File: config.mk
export PLATFORM = sky130hd
export DESIGN_NAME = arbitro_rr_fifos
export DESIGN_NICKNAME = d
export VERILOG_FILES = /design/src/rtl/arbitro_rr_fifos_pkg.sv /design/src/rtl/arbitro_rr_fifos_fifo_lane.sv /design/src/rtl/arbitro_rr_fifos.sv
export SDC_FILE = /design/constraint.sdc
export NUM_CORES = 1
export LEC_CHECK = 0
export ABC_AREA = 1
export BUFFER_PORTS_ARGS = -buffer_cell sky130_fd_sc_hd__clkbuf_2
export CELL_PAD_IN_SITES_DETAIL_PLACEMENT = 1
export CELL_PAD_IN_SITES_GLOBAL_PLACEMENT = 2
export CORE_ASPECT_RATIO = 1.75
export CORE_MARGIN = 2
export CORE_UTILIZATION = 36
export CTS_CLUSTER_SIZE = 10
export DETAILED_ROUTE_END_ITERATION = 8
export PLACE_DENSITY = 0.77
export SYNTH_ARGS = -nofsm -noshare
export SYNTH_HDL_FRONTEND = slang
export SYNTH_SLANG_ARGS = --single-unit
File: constraint.sdc
create_clock -name clk -period 8.15 [get_ports clk]
set_input_delay 0.4075 -clock clk [delete_from_list [all_inputs] [get_ports clk]]
set_output_delay 0.4075 -clock clk [all_outputs]
set_load 0.02 [all_outputs]
File: src/rtl/arbitro_rr_fifos_pkg.sv
// Shared definitions for the 4-lane round-robin FIFO merger: arbiter state encodings,
// lane count and default data width.
package arbitro_rr_fifos_pkg;

   localparam int NUM_LANES  = 4;
   localparam int DEF_DATA_W = 8;

   typedef enum logic [1:0] {
      ST_RESET  = 2'd0,
      ST_IDLE   = 2'd1,
      ST_ACTIVE = 2'd2,
      ST_STALL  = 2'd3
   } arb_state_t;

   // Lane index reached by stepping 'off' lanes from 'base', wrapping mod NUM_LANES.
   function automatic logic [1:0] next_lane(input logic [1:0] base, input logic [1:0] off);
      return base + off;
   endfunction

endpackage

File: src/rtl/arbitro_rr_fifos_fifo_lane.sv
// Per-lane FIFO: DEPTH entries (power of 2), occupancy counter one bit wider than the pointers,
// flags derived from the registered count.
module fifo_lane #(
   parameter int DATA_W    = 8,
   parameter int DEPTH     = 4,
   parameter int AF_THRESH = 3
) (
   input  logic              clk,
   input  logic              reset_L,
   input  logic              push,
   input  logic              pop,
   input  logic [DATA_W-1:0] din,
   output logic [DATA_W-1:0] dout,
   output logic              full,
   output logic              empty,
   output logic              almost_full,
   output logic              empty_next
);

   localparam int AW = $clog2(DEPTH);
   localparam int CW = AW + 1;

   logic [DATA_W-1:0] mem [DEPTH];
   logic [AW-1:0]     wr_ptr;
   logic [AW-1:0]     rd_ptr;
   logic [CW-1:0]     count;
   logic [CW-1:0]     count_next;
   logic              push_ok;
   logic              pop_ok;

   // A full lane still takes a word when the same edge frees a slot.
   assign push_ok = push & (~full | pop);
   assign pop_ok  = pop & ~empty;

   always_comb begin
      count_next = count;
      case ({push_ok, pop_ok})
         2'b10:   count_next = count + 1'b1;
         2'b01:   count_next = count - 1'b1;
         default: count_next = count;
      endcase
   end

   always_ff @(posedge clk) begin
      if (!reset_L) begin
         wr_ptr <= '0;
         rd_ptr <= '0;
         count  <= '0;
      end else begin
         if (push_ok) wr_ptr <= wr_ptr + 1'b1;
         if (pop_ok)  rd_ptr <= rd_ptr + 1'b1;
         count <= count_next;
      end
   end

   always_ff @(posedge clk) begin
      if (push_ok) mem[wr_ptr] <= din;
   end

   assign dout        = mem[rd_ptr];
   assign full        = (count == CW'(DEPTH));
   assign empty       = (count == '0);
   assign almost_full = (count >= CW'(AF_THRESH));
   assign empty_next  = (count_next == '0);

endmodule

File: src/rtl/arbitro_rr_fifos.sv
// Four buffered lanes merged round-robin onto one registered output, with per-lane pause and
// downstream backpressure. Optional drop counter enabled by defining DROP_COUNT_EN.
module arbitro_rr_fifos
   import arbitro_rr_fifos_pkg::*;
#(
   parameter int DATA_W    = DEF_DATA_W,
   parameter int DEPTH     = 4,
   parameter int AF_THRESH = 3
) (
   input  logic              clk,
   input  logic              reset_L,
   input  logic              valid_in0,
   input  logic              valid_in1,
   input  logic              valid_in2,
   input  logic              valid_in3,
   input  logic [DATA_W-1:0] in0,
   input  logic [DATA_W-1:0] in1,
   input  logic [DATA_W-1:0] in2,
   input  logic [DATA_W-1:0] in3,
   input  logic              full_down,
   output logic [DATA_W-1:0] data_out,
   output logic              valid_out,
   output logic [3:0]        pause,
   output logic [3:0]        empty,
`ifdef DROP_COUNT_EN
   output logic [7:0]        drop_cnt,
`endif
   output logic [1:0]        state
);

   // Handshake: a lane word is taken at the edge where valid_inI=1 and the lane has room (or pops
   // that same edge); there is no ready back-channel, pause[I] is an advisory almost-full. On the
   // output, valid_out qualifies data_out for exactly one cycle and full_down=1 blocks all grants.

   logic [3:0]        valid_in;
   logic [DATA_W-1:0] din   [NUM_LANES];
   logic [DATA_W-1:0] dout  [NUM_LANES];
   logic [3:0]        full;
   logic [3:0]        empty_nx;
   logic [3:0]        push;
   logic [3:0]        pop;
   logic [1:0]        rr_ptr;
   logic [1:0]        gnt_lane;
   logic [1:0]        idx;
   logic              found;
   logic              gnt_valid;
   logic              any_ne;
   logic              any_ne_next;
   arb_state_t        state_q;
   arb_state_t        state_d;

   assign valid_in = {valid_in3, valid_in2, valid_in1, valid_in0};
   assign din[0]   = in0;
   assign din[1]   = in1;
   assign din[2]   = in2;
   assign din[3]   = in3;
   assign push     = valid_in & (~full | pop);

   for (genvar g = 0; g < NUM_LANES; g++) begin : g_lane
      fifo_lane #(
         .DATA_W    (DATA_W),
         .DEPTH     (DEPTH),
         .AF_THRESH (AF_THRESH)
      ) u_fifo (
         .clk         (clk),
         .reset_L     (reset_L),
         .push        (push[g]),
         .pop         (pop[g]),
         .din         (din[g]),
         .dout        (dout[g]),
         .full        (full[g]),
         .empty       (empty[g]),
         .almost_full (pause[g]),
         .empty_next  (empty_nx[g])
      );
   end

   // First non-empty lane at or after rr_ptr wins.
   always_comb begin
      found    = 1'b0;
      gnt_lane = rr_ptr;
      idx      = '0;
      for (int k = 0; k < NUM_LANES; k++) begin
         idx = next_lane(rr_ptr, 2'(k));
         if (!found && !empty[idx]) begin
            found    = 1'b1;
            gnt_lane = idx;
         end
      end
      gnt_valid = found & ~full_down;
      pop       = gnt_valid ? (4'b0001 << gnt_lane) : 4'b0000;
   end

   always_ff @(posedge clk) begin
      if (!reset_L) begin
         rr_ptr    <= '0;
         data_out  <= '0;
         valid_out <= 1'b0;
      end else begin
         valid_out <= gnt_valid;
         if (gnt_valid) begin
            data_out <= dout[gnt_lane];
            rr_ptr   <= gnt_lane + 1'b1;
         end
      end
   end

   assign any_ne      = ~&empty;
   assign any_ne_next = ~&empty_nx;

   always_ff @(posedge clk) begin
      if (!reset_L) state_q <= ST_RESET;
      else          state_q <= state_d;
   end

   always_comb begin
      state_d = state_q;
      case (state_q)
         ST_RESET:  state_d = ST_IDLE;
         ST_IDLE:   if (any_ne) state_d = full_down ? ST_STALL : ST_ACTIVE;
         ST_ACTIVE: begin
            if (full_down && any_ne) state_d = ST_STALL;
            else if (!any_ne_next)   state_d = ST_IDLE;
         end
         ST_STALL: begin
            if (!any_ne)         state_d = ST_IDLE;
            else if (!full_down) state_d = ST_ACTIVE;
         end
         default:   state_d = ST_IDLE;
      endcase
   end

   assign state = state_q;

`ifdef DROP_COUNT_EN
   logic [3:0] drops;
   logic [2:0] drop_sum;
   logic [8:0] drop_acc;

   assign drops    = valid_in & full & ~pop;
   assign drop_sum = 3'(drops[0]) + 3'(drops[1]) + 3'(drops[2]) + 3'(drops[3]);
   assign drop_acc = {1'b0, drop_cnt} + {6'b0, drop_sum};

   always_ff @(posedge clk) begin
      if (!reset_L)          drop_cnt <= '0;
      else if (drop_acc[8])  drop_cnt <= 8'hFF;
      else                   drop_cnt <= drop_acc[7:0];
   end
`endif

endmodule
# Yosys cells after proc, flatten, opt, wreduce, memory -nomap -nowiden
# Memory sizes are Yosys's and may differ from the RTL's. A register that Yosys moved wholly into a read port is not among the register bits.
# Cells that the tools add are included.
[word_totals]
reg_bits = 41
mem_bits_rw = 128
output_inout_bits = 19
word_cells = 162
mem_count = 4
[mem_list]
columns = ["name", "words", "word_bits", "rd", "rd_ports_with_merged_regs", "wr", "line_no", "text"]
rows = [
  ["g_lane[0].u_fifo.mem", 4, 8, 1, 1, 1, "arbitro_rr_fifos_fifo_lane.sv:23", "logic [DATA_W-1:0] mem [DEPTH];"],
  ["g_lane[1].u_fifo.mem", 4, 8, 1, 1, 1, "arbitro_rr_fifos_fifo_lane.sv:23", ""],
  ["g_lane[2].u_fifo.mem", 4, 8, 1, 1, 1, "arbitro_rr_fifos_fifo_lane.sv:23", ""],
  ["g_lane[3].u_fifo.mem", 4, 8, 1, 1, 1, "arbitro_rr_fifos_fifo_lane.sv:23", ""],
]
[classes]
n_addsub = 20
magnitude_cmp = 9
eq_ne = 18
shift = 1
muxes = 46
bitwise_logic = 26
n_reduce_logical = 22
[ops]
columns = ["op", "n"]
rows = [
  ["two-way mux 2 bit", 16],
  ["logical NOT 3 bit", 8],
  ["case mux 3 bit (2 select lines)", 4],
  ["adder 2 x 1 -> 2 bit, second input constant", 10],
  ["two-way mux 1 bit", 17],
  ["binary-select mux 8 bit (select 2 bit)", 1],
  ["two-way mux 8 bit", 2],
  ["adder 3 x 1 -> 3 bit, second input constant", 4],
  ["equality test 2 bit, second input constant", 6],
  ["equality test 3 bit, second input constant", 4],
  ["greater-or-equal comparator 3 x 2 -> 1 bit, second input constant", 4],
  ["< comparator 2 x 3 -> 1 bit, second input constant", 4],
  ["subtractor 3 x 1 -> 3 bit, second input constant", 4],
  ["equality test 2 x 1 -> 1 bit, second input constant", 5],
  ["AND 1 bit", 9],
  ["inverter 1 bit", 9],
  ["binary-select mux 1 bit (select 2 bit)", 4],
  ["case mux 2 bit (4 select lines)", 1],
  ["AND reduction 4 bit", 2],
  ["logical NOT 1 bit", 6],
  ["!= test 3 bit, second input constant", 2],
  ["adder 2 bit, second input constant", 2],
  ["AND 4 bit", 1],
  ["logical AND 1 bit", 4],
  ["10 further kinds", 13],
]

# Depth between registers and ports, before layout
[depth]
ltp_word = 24
depth_mapped = 27

# By module
# From an unflattened synthesis, not the netlist that was laid out.
[hier_totals]
hier_cells = 849
hier_area_um2 = 8245.4
[modules_own_cells]
columns = ["mod", "instances", "cells_per_inst", "area_per_inst_um2", "seq_area_each_um2"]
rows = [
  ["fifo_lane", 4, 153, 1729.2, 1141.1],
  ["arbitro_rr_fifos", 1, 237, 1328.8, 260.2],
]

# Worst setup path after synthesis
# No wires, ideal clock.
[synth_path]
path_kind = "register to register"
start = "register rr_ptr[1]"
end = "register state_q[1], in the netlist state[1]"
arrival_time_ns = 3.020
t_required_ns = 8.040
path_slack_ns = 5.020
stages_incl_launch_ff = 26
n_path_buf = 1
period_less_slack_ns = 3.130
cell_sequence = "dfxtp_1 inv_2 nand2_1 nand2_2 nand3_2 nand2_4 nor2_8 nand3_4 nand2_1 nand2_1 buf_6 nand4_4 nand2_2 nand2_2 ha_1 inv_1 fa_1 o21ai_0 inv_1 nand4_1 nor3_1 nand4_1 nand3_1 o221ai_1 nand2_1 inv_1"
[synth_via]
elab_chain_cells = 23
elab_cells_between_ends = 62
cone_classes = "add/sub: 3; eq/ne: 9; shift: 1; mux: 20; bitwise: 15; reduce/logical: 14"
[synth_rtl]
columns = ["item", "line_no", "text"]
rows = [
  ["from (decl)", "arbitro_rr_fifos.sv:42", "logic [1:0] rr_ptr;"],
  ["from (signal assigned)", "arbitro_rr_fifos.sv:103", "rr_ptr <= gnt_lane + 1'b1;"],
  ["adder 2 x 1 -> 2 bit", "arbitro_rr_fifos_pkg.sv:17", "return base + off;"],
  ["binary-select mux 1 bit (select 2 bit)", "arbitro_rr_fifos.sv:85", "if (!found && !empty[idx]) begin"],
  ["two-way mux 1 bit (implied by the code)", "arbitro_rr_fifos.sv:85", ""],
  ["logical NOT 1 bit", "arbitro_rr_fifos.sv:85", ""],
  ["logical AND 1 bit", "arbitro_rr_fifos.sv:85", ""],
  ["two-way mux 1 bit", "arbitro_rr_fifos.sv:85", ""],
  ["logical NOT 1 bit", "arbitro_rr_fifos.sv:85", ""],
  ["logical AND 1 bit", "arbitro_rr_fifos.sv:85", ""],
  ["[... 7 more ...]", "n/a", ""],
  ["AND 4 bit", "arbitro_rr_fifos.sv:57", "assign push = valid_in & (~full | pop);"],
  ["AND 1 bit", "arbitro_rr_fifos_fifo_lane.sv:32", "assign push_ok = push & (~full | pop);"],
  ["equality test 2 x 1 -> 1 bit or equality test 2 bit (tied branches)", "arbitro_rr_fifos_fifo_lane.sv:37", "case ({push_ok, pop_ok})"],
  ["case mux 3 bit (2 select lines)", "arbitro_rr_fifos_fifo_lane.sv:37", ""],
  ["logical NOT 3 bit", "arbitro_rr_fifos_fifo_lane.sv:64", "assign empty_next = (count_next == '0);"],
  ["AND reduction 4 bit (*)", "arbitro_rr_fifos.sv:109", "assign any_ne_next = ~&empty_nx;"],
  ["!= test 3 bit (no line) (*)", "n/a", ""],
  ["AND reduction 3 bit (no line) (*)", "n/a", ""],
  ["to (signal assigned)", "arbitro_rr_fifos.sv:113", "else state_q <= state_d;"],
  ["to (decl)", "arbitro_rr_fifos.sv:49", "arb_state_t state_q;"],
]
# Every way passes the cells marked *; elsewhere a longest branch is shown, timed or not. The select of a mux whose other input is x is not followed.
# A chain may end at the register's enable or synchronous reset.

# Worst setup path after layout
[layout_path]
start = "register rr_ptr[0]"
end = "register state_q[1], in the netlist state[1]"
# Same word-level chain as after synthesis.

==> results.tsv <==
stage	metric	value	unit
worst_setup_path	crit end category	flip-flop	
sta	Period minus WS final	4.09	ns
floorplanning	die height	201	µm
clocking	Num CTS Buffers	17	
cells_and_area	share of cells above drive strength 1	14.6	%
synth	post-synth top area cell	edfxtp_1	
cells_and_area	final non-filler cell total	1153	
detailed_routing	drt drc	0	
worst_setup_path	Setup Crit Path Kind	reg -> reg	
sta	worst hold slack	0.181	ns
detailed_routing	Avg WL per Cell	16.3	µm
sta	FMAX	245	MHz
synth	register area share after synthesis	60.3	%
cells_and_area	post-layout util	41.1	%
synth	top cells by count, synth	edfxtp_1 (128), nand2_1 (127), nor2_1 (114)	
run	Maximum Capacitance Violations	0	
synth	EDFF count, synth	128	
sta	Max transition margin	38.8	%
synth	largest cells by area after synthesis	edfxtp_1 (48%), dfxtp_1 (12%), nand2_1 (6.0%), nor2_1 (5.3%), o21ai_0 (4.9%)	
cells_and_area	Layout area overhead	12.9	%
detailed_routing	post-DR vias/cell	4.81	
detailed_routing	initial drt markers	228	
detailed_routing	Final ANT Viol Nets	0	
worst_setup_path	Worst path slowest cell	dfxtp_1	
clocking	htree depth	4	
placement	Placement Setup Slack	4.01	ns
floorplanning	total die area	0.0235	mm²
placement	DP Wirelength	13.9	mm
worst_setup_path	Req. time, crit path	8.49	ns
placement	post-placement cell count	1121	
pwr	worst vdd ir	0.212	mV
worst_setup_path	Data arrival, critical path	4.43	ns
synth	Synth Net Count	859	
detailed_routing	Via Count	5551	
placement	Area after DPL	0.00850	mm²
clocking	Clock Latency Late Sink	0.44	ns
synth	number of synthesized register bits	177	
synth	gate count after technology mapping	796	
worst_setup_path	crit-path max cell delay	0.56	ns
cells_and_area	# diodes	0	
sta	TNS Setup	0	ns
synth	Ys Warns	0	
worst_setup_path	Crit path max-delay family	simple AND/OR/NAND/NOR gates	
synth	Netlist cell types	36	
placement	GPL Wtd Cong	0.783	
synth	Async S/R FF share, synth	0	%
detailed_routing	first-pass detailed-route iteration total	4	
synth	post-synth top area share	48.0	%
synth	syn_area_per_cell	10.1	µm²
pwr	Cell Pwr Density	373	mW/mm²
global_route	GRT overflow	0	
clocking	post-cts hold buffer count	0	
sta	RSZ-0062 raised after global routing	false	
sta	Clock Skew	0.00783	ns
clocking	CTS clk-pin slew, worst paths	0.07	ns
run_status	status	finished, final reports clean	
global_route	first-pass GRT wire length	30.0	mm
floorplanning	starting density of the core	36.4	%
sta	final setup fails	0	
sta	period utilization	50.2	%
global_route	GR Util All Layers	17.0	%
synth	Syn Std Cell Area	0.00801	mm²
worst_setup_path	Crit Path Max Fanout	11	
floorplanning	Ports	58	
placement	number of I/O port buffers	57	
clocking	CTS Sinks	177	
floorplanning	Core Box Area	0.0220	mm²
clocking	CTS tree	yes	
floorplanning	Rows	72	
clocking	clock tree buffer depth	2	
cells_and_area	# fillers	2564	
clocking	postcts setup bufs	0	
synth	most frequent cell after synthesis	edfxtp_1	
sta	measured slew at the worst slew-check pin	0.915	ns
synth	most common flop cell mapped by yosys	edfxtp_1	
cells_and_area	# nets final	907	
worst_setup_path	most frequent CP cell	nand2_1	
floorplanning	die width	117	µm
worst_hold_path	HP Class	in -> reg	
sta	Hold Fails Final Rpt	0	
pwr	total power	3.38	mW
detailed_routing	total wire length	18.8	mm
sta	setup ws final	4.06	ns
cells_and_area	Design Area, Final	0.00904	mm²
worst_setup_path	Buf+Inv Stages, Crit Path	3	
global_route	largest net degree at the start of global routing	22	
worst_setup_path	Worst setup SP type	flip-flop	
global_route	vias in the first global route	5916	
clocking	CTS root buffer	clkbuf_16	
global_route	antenna violations before repair	0	
clocking	number of gates resized after cts	0	
sta	Slew Limit Fails	0	
pwr	leak pwr	3.53	nW
[worst reg2reg max path: stages, from the launching register on]
cell and delay (ns):
dfxtp_1 0.56, inv_2 0.18, nand3_1 0.16, nand2_1 0.06, nand2_1 0.05, nand2_1 0.12, nand2_1 0.12, nand2_1 0.06
nand2_1 0.08, nand2_1 0.05, nand2_1 0.37, nor2_1 0.14, nand2_1 0.12, nand2_2 0.10, nand2_2 0.13, ha_1 0.16
inv_1 0.08, fa_1 0.38, a21oi_1 0.15, o21ai_0 0.13, xor2_1 0.18, nor3_1 0.14, nand4_1 0.13, nand3_1 0.12
o221ai_1 0.12, nand2_1 0.07, inv_1 0.04
[layout by cell type, fill, tap and decap left out, types with 2 or more instances in the layout]
master,n
inv_6,2
xnor2_1,4
clkinv_4,2
inv_2,5
ha_1,20
dfxtp_1,49
fa_1,4
o21ai_1,2
nor2_2,5
a21oi_1,27
clkbuf_16,17
nor3_1,9
nand2_2,12
clkinv_1,4
xor2_1,5
o22ai_1,27
nor2_1,114
inv_1,84
nand3_1,33
inv_8,2
clkbuf_2,57
nor2_4,4
nand3b_1,2
nand2_4,6
a32o_1,5
edfxtp_1,128
clkinvlp_4,2
o21ai_0,78
nand3_2,3
nand4_1,6
nand2_1,127
[final timing paths]
kind                                    from  depth (start not counted)                          to  slack (ns)
setup / recovery                   rr_ptr[0]                         26                    state[1]        4.06
hold / removal                        in0[2]                          1  g_lane[0].u_fifo.mem[3][2]        0.18
setup reg to reg                   rr_ptr[0]                         26                    state[1]        4.06
hold reg to reg   g_lane[1].u_fifo.rd_ptr[1]                          2                   flip-flop        0.47
[metal layers]
| metal | GRT usage [%] | wire length, µm | share of wire (%) |
|---|---|---|---|
| met1 | 17.4 | 7110 | 38 |
| met2 | 32.5 | 10800 | 57 |
| met3 | 3.80 | 492 | 2.6 |
| met4 | 6.26 | 387 | 2.1 |
| met5 | 0 | 0 | 0 |
[final cells by class]
class	instances	area, µm²	area share [%]
sequential	177	4820	53.4
tap	296	370	4.10
timing repair buffer	58	293	3.24
clock inverter	14	109	1.20
inverter	89	334	3.70
clock buffer	18	429	4.75
multi-input combinational	501	2680	29.6
[sequential cells by signal, summed over array words and instances (netlist names), named ones only]
| name | flops |
|---|---|
| data_out | 8 |
| g_lane.u_fifo.count | 12 |
| g_lane.u_fifo.mem | 128 |
| g_lane.u_fifo.rd_ptr | 8 |
| g_lane.u_fifo.wr_ptr | 8 |
| rr_ptr | 2 |
| state | 2 |
| valid_out | 1 |
[report_power, final]
group | internal, mW | total, mW | switching [mW]
Clock | 0.393 | 0.747 | 0.354
Combinational | 0.428 | 1.43 | 0.998
Sequential | 1.10 | 1.20 | 0.0999
[cell families (layout without fill, tap and decap cells)]
family,Yosys count,in the layout,synth area share [%]
AND/OR/NAND/NOR,324,324,18.4
flip-flops,177,177,60.3
AO/OA/AOI/OAI,144,144,9.94
buffers and inverters,118,179,6.27
adder cells (fa/ha/maj),24,24,4.13
XOR/XNOR,9,9,0.984
(Power assumes the default switching activity.)
